===== config.mk =====
export PLATFORM = sky130hd
export DESIGN_NAME = div_rate_sched
export DESIGN_NICKNAME = d
export VERILOG_FILES = /design/src/rtl/div_rate_sched.sv
export SDC_FILE = /design/constraint.sdc
export NUM_CORES = 1
export LEC_CHECK = 0
export CORE_UTILIZATION = 25
export CTS_CLUSTER_SIZE = 10
export DETAILED_ROUTE_END_ITERATION = 16
export SLEW_MARGIN = 10
export SYNTH_ARGS = -nofsm -noshare
export SYNTH_HDL_FRONTEND = slang
export SYNTH_SLANG_ARGS = --single-unit

===== constraint.sdc =====
create_clock -name clk_50m -period 7.5 [get_ports clk_50m]
set_input_delay 1.5 -clock clk_50m [delete_from_list [all_inputs] [get_ports clk_50m]]
set_output_delay 1.5 -clock clk_50m [all_outputs]
set_load 0.02 [all_outputs]

===== src/rtl/div_rate_sched.sv =====
// div_rate_sched
//   Run-time rate scheduler for the board's divided clock. A free-running
//   counter produces a 50%-duty clock (div_out) from clk_50m. It also produces
//   a one-cycle strobe (tick) in the cycle after each rising edge of div_out.
//   Two requesters share the divider through a round-robin req/ack arbiter.
//   A granted half-period count is staged. It takes effect only at a
//   half-period boundary, so no phase is ever cut short or stretched.
//
//   Optional feature: define DIV_RATE_STOP_EN to make a requested count of 0
//   stop the divider. The stop takes effect at a falling boundary, and a later
//   nonzero grant restarts the divider. Without the macro, 0 is clamped to
//   MIN_HALF.
//
// Parameters
//   CNT_W        counter / half-period width
//   DEFAULT_HALF half-period count after reset (half-period = value+1 cycles)
//   MIN_HALF     smallest legal nonzero half-period count
//
// Ports
//   clk_50m      system clock
//   rst_n        asynchronous active-low reset
//   req[1:0]     rate-change requests, held until the matching ack
//   half_a       requested count from requester 0
//   half_b       requested count from requester 1
//   ack[1:0]     one-cycle grant pulse; the value is captured on its rising edge
//   div_out      divided clock
//   tick         one-cycle pulse in the cycle after div_out rises
//   busy         a staged value is waiting for a boundary
//   active_half  half-period count currently in use
module div_rate_sched #(
    parameter int unsigned      CNT_W        = 24,
    parameter logic [CNT_W-1:0] DEFAULT_HALF = CNT_W'(12499999),
    parameter logic [CNT_W-1:0] MIN_HALF     = CNT_W'(1)
) (
    input  logic             clk_50m,
    input  logic             rst_n,
    input  logic [1:0]       req,
    input  logic [CNT_W-1:0] half_a,
    input  logic [CNT_W-1:0] half_b,
    output logic [1:0]       ack,
    output logic             div_out,
    output logic             tick,
    output logic             busy,
    output logic [CNT_W-1:0] active_half
);

`ifdef DIV_RATE_STOP_EN
    typedef enum logic [1:0] {ST_RUN, ST_PEND, ST_STOP} state_t;
`else
    typedef enum logic [1:0] {ST_RUN, ST_PEND} state_t;
`endif

    state_t           state_q, state_d;
    logic [CNT_W-1:0] cnt_q, cnt_d;
    logic [CNT_W-1:0] active_q, active_d;
    logic [CNT_W-1:0] staged_q, staged_d;
    logic             div_q, div_d;
    logic             div_dly_q, div_dly_d;
    logic             tick_q, tick_d;
    logic             busy_q, busy_d;
    logic [1:0]       ack_q, ack_d;
    logic             pri_q, pri_d;      // requester favoured on a tie
    logic             boundary;
    logic             can_grant;
    logic             gsel;

    function automatic logic [CNT_W-1:0] clamp_half(input logic [CNT_W-1:0] v);
`ifdef DIV_RATE_STOP_EN
        if (v == '0) return '0;          // 0 is the stop request
`endif
        if (v < MIN_HALF) return MIN_HALF;
        return v;
    endfunction

    always_comb begin
        state_d   = state_q;
        cnt_d     = cnt_q;
        active_d  = active_q;
        staged_d  = staged_q;
        div_d     = div_q;
        ack_d     = 2'b00;
        pri_d     = pri_q;
        gsel      = 1'b0;
        boundary  = (cnt_q >= active_q);

        // Counter, divided clock and staged-value apply
        case (state_q)
            ST_RUN: begin
                if (boundary) begin
                    cnt_d = '0;
                    div_d = ~div_q;
                end else begin
                    cnt_d = cnt_q + CNT_W'(1);
                end
            end
            ST_PEND: begin
`ifdef DIV_RATE_STOP_EN
                // active_q is 0 only when leaving STOP: apply at once, no toggle,
                // so the first rise comes value+1 cycles later.
                if (active_q == '0) begin
                    cnt_d    = '0;
                    div_d    = 1'b0;
                    active_d = staged_q;
                    state_d  = (staged_q == '0) ? ST_STOP : ST_RUN;
                end else
`endif
                if (boundary) begin
                    cnt_d = '0;
`ifdef DIV_RATE_STOP_EN
                    if (staged_q == '0 && !div_q) begin
                        // Rising boundary: a stop must wait for the falling one.
                        div_d = 1'b1;
                    end else if (staged_q == '0) begin
                        div_d    = 1'b0;
                        active_d = '0;
                        state_d  = ST_STOP;
                    end else
`endif
                    begin
                        div_d    = ~div_q;
                        active_d = staged_q;
                        state_d  = ST_RUN;
                    end
                end else begin
                    cnt_d = cnt_q + CNT_W'(1);
                end
            end
`ifdef DIV_RATE_STOP_EN
            ST_STOP: begin
                cnt_d = '0;
                div_d = 1'b0;
            end
`endif
            default: state_d = ST_RUN;
        endcase

        // Round-robin arbitration; never while a value is staged
`ifdef DIV_RATE_STOP_EN
        can_grant = (state_q == ST_RUN || state_q == ST_STOP) && (req != 2'b00);
`else
        can_grant = (state_q == ST_RUN) && (req != 2'b00);
`endif
        if (can_grant) begin
            gsel     = (req == 2'b11) ? pri_q : req[1];
            ack_d    = gsel ? 2'b10 : 2'b01;
            staged_d = clamp_half(gsel ? half_b : half_a);
            pri_d    = ~gsel;
            state_d  = ST_PEND;
        end

        busy_d    = (state_d == ST_PEND);
        div_dly_d = div_q;
        tick_d    = div_q & ~div_dly_q;
    end

    always_ff @(posedge clk_50m or negedge rst_n) begin
        if (!rst_n) begin
            state_q   <= ST_RUN;
            cnt_q     <= '0;
            active_q  <= DEFAULT_HALF;
            staged_q  <= '0;
            div_q     <= 1'b0;
            div_dly_q <= 1'b0;
            tick_q    <= 1'b0;
            busy_q    <= 1'b0;
            ack_q     <= 2'b00;
            pri_q     <= 1'b0;
        end else begin
            state_q   <= state_d;
            cnt_q     <= cnt_d;
            active_q  <= active_d;
            staged_q  <= staged_d;
            div_q     <= div_d;
            div_dly_q <= div_dly_d;
            tick_q    <= tick_d;
            busy_q    <= busy_d;
            ack_q     <= ack_d;
            pri_q     <= pri_d;
        end
    end

    assign ack         = ack_q;
    assign div_out     = div_q;
    assign tick        = tick_q;
    assign busy        = busy_q;
    assign active_half = active_q;

endmodule


==> results.py <==
metrics = {
    "outcome": {
        "run_status": "complete, but fails checks",
        "violations": "design-rule violations",
    },
    "synth": {
        "ys_async_sr_fraction_pct": 100,
        "ys_ff_latch": 81,
        "syn_inst": 403,
        "synth_edf_count": 0,
        "synth_area_leader_cell": "dfrtp_1",
        "synthDistinctLibCells": 37,
        "synth-main-ff-cell": "dfrtp_1",
        "synth_area_leaders": "dfrtp_1 39%, dfstp_2 10%, ha_1 7.4%, mux2_2 6.7%, mux2i_1 5.5%",
        "yosys.area.top_type_share_pct": 38.6,
        "syn_avg_cell_area_sq_um": 10.5,
        "yosysMostFrequentCell": "dfrtp_1",
        "syn_area_sq_um": 4210,
        "synth_fp_nets": 480,
        "synth_common_cells": "65 x dfrtp_1, 55 x nor2_1, 30 x a21oi_1, 30 x inv_1",
        "yosysWarningCount": 0,
        "ys_seq_area_share_pct": 48.6,
    },
    "detailed_routing": {
        "wire_per_inst_microns": 14.1,
        "vias": 3189,
        "drc": 2,
        "finalWirelength_microns": 9960,
        "ant_nets": 0,
        "firstDrtPassIters": 10,
        "vias_per_cell": 4.51,
        "drtIter0Drc": 134,
    },
    "global_routing": {
        "grt_pass1_wl_microns": 16600,
        "antenna_found_initial": 0,
        "grt_pass1_vias": 3238,
        "grt_max_degree": 82,
        "grt_use_total_pct": 12.2,
        "overflow": 0,
    },
    "layout": {
        "n_antenna_cell": 0,
        "area_growth_pct": 31.1,
        "nNetsFinal": 559,
        "fillers": 1624,
        "design_area_sq_um": 5520,
        "drive_gt1_share_pct": 13.8,
        "final_cells": 707,
        "fin_util_pct": 33.4,
    },
    "timing": {
        "min_period_ps": 3300,
        "layout_setup_ws_ps": 4200,
        "final_hold_viol_count": 0,
        "whs_ps": 390,
        "relSlewSlack_pct": 32.4,
        "fin_worst_skew_ps": 6.81,
        "rsz0062_at_grt": "no",
        "tightest_slew_ps": 1010,
        "fmax_mhz": 303,
        "setup_viol": 0,
        "finalSetupTns_ps": 0,
        "report.final.slew_viol_count": 0,
        "fin_crit_sh_pct": 44.0,
    },
    "cts": {
        "htree_levels": 3,
        "clk_pin_slew_ps": 60,
        "numCtsBuffers": 9,
        "worst_skew_pair.late_latency_ps": 340,
        "cts.sinks": 81,
        "cts-resized-gates": 0,
        "cts_setup_buffers": 0,
        "cts_tree": "done",
        "ctsHoldBuffers": 0,
        "cts_root_buffer": "clkbuf_16",
        "clockBufferDepth": 2,
    },
    "setup_path": {
        "cp_max_fo": 24,
        "cp-end-kind": "flip-flop",
        "crit_arrival_ps": 3520,
        "reg2reg_slack_ps": 4200,
        "crit_type": "flip-flop to flip-flop",
        "critPathRequiredTime_ps": 7720,
        "worstPathCellList": "inv_1 > ha_1 > nand4_1 > nor4_1 > or4b_1 > a311oi_4 > buf_4 > mux2_2",
        "critPathLaunchType": "flip-flop",
        "critPathMaxStageDelay_ps": 660,
        "cp_slowest_cell": "or4b_1",
    },
    "placed_design": {
        "placed_cell_area_sq_um": 5250,
        "port_buffers": 80,
        "place_ws_ps": 4210,
        "dp.cells": 691,
        "gp_congestion": 0.803,
        "dp_hpwl_microns": 7640,
    },
    "power": {
        "ir_drop_mv": 0.119,
        "fin_total_pwr_mw": 1.55,
        "leakage_nw": 2.40,
        "powerDensity_nw_per_um2": 281,
    },
    "floorplan": {
        "io_pins": 81,
        "fp.dieArea_sq_um": 17400,
        "initial_core_util_pct": 25.5,
        "die_w_microns": 132,
        "die_h_microns": 132,
        "placementRows": 47,
        "core_area_sq_um": 16500,
    },
    "run": {
        "maxCapViolations": 0,
    },
    "min_path": {
        "hp-class": "flip-flop to flip-flop",
    },
}
worst paths after layout:
check / start / end / cells after the start
max in group asynchronous: rst_n / staged_q[19] / 1
worst max register to register: active_half[21] / active_half[9] / 8
worst min-delay path: div_dly_q / tick / 1
worst min register to register: div_dly_q / tick / 1
worst max-delay path: active_half[21] / active_half[9] / 8
min in group asynchronous: rst_n / div_dly_q / 1
final cells by class:
type / instances / area, sq um / share of cell area [%]
tap: 220 / 275 / 4.99
inverter: 30 / 113 / 2.04
timing repair buffer: 85 / 836 / 15.1
multi-input combinational: 275 / 1980 / 35.8
clock inverter: 6 / 43.8 / 0.793
clock buffer: 10 / 229 / 4.15
sequential: 81 / 2050 / 37.1
report_power, final:
| group | leakage [nW] | total, mW | switching, mW | internal (mW) |
|---|---|---|---|---|
| clock network | 0.133 | 0.404 | 0.179 | 0.225 |
| registers | 0.972 | 0.664 | 0.100 | 0.564 |
| logic | 1.29 | 0.484 | 0.239 | 0.245 |
| total | 2.40 | 1.55 | 0.518 | 1.03 |
logic make-up (layout without fill, tap and decap cells):
family / count (synthesis) / in the layout / synth area share, %
adder cells (fa/ha/maj): 25 / 25 / 7.43
buffers and inverters: 47 / 131 / 4.66
AND/OR/NAND/NOR: 124 / 124 / 14.3
other: 1 / 1 / 0.0890
multiplexers: 48 / 48 / 12.1
XOR/XNOR: 20 / 20 / 4.16
flip-flops: 81 / 81 / 48.6
AO/OA/AOI/OAI: 57 / 57 / 8.67
layer usage:
metal	part of all wire [%]	up-vias	global-route usage (%)
li1	-	1573	-
met1	46	1518	15.8
met2	48	85	20.0
met3	3.9	13	2.19
met4	2.0	0	5.17
met5	0	-	0
sequential cells by signal, summed over array words and instances (netlist names):
register	flops
ack	2
active_half	24
busy	1
cnt_q	24
div_dly_q	1
div_out	1
pri_q	1
staged_q	24
state_q	2
tick	1
cell usage in the layout (no fill, tap or decap), types with 7 or more instances in the layout:
cell type,netlist,routed
xnor2_1,7,7
clkbuf_16,0,9
nand2_1,14,14
nor4_1,14,14
mux2_2,25,25
xor2_1,13,13
clkdlybuf4s50_1,0,79
nor2_1,55,55
dfrtp_1,65,65
mux2i_1,23,23
dfstp_2,16,16
o21ai_0,8,7
a21oi_1,30,30
inv_1,30,30
nand3_1,8,8
ha_1,25,25
nand4_1,10,10
critical path, delay by kind of cell, from the launching register on:
kind,cells,cell delay [ps]
AO/OA/AOI/OAI,1,340
flip-flops,1,540
buffers and inverters,2,400
multiplexers,1,370
adder cells (fa/ha/maj),1,290
AND/OR/NAND/NOR,3,1240
(Power assumes the default switching activity.)
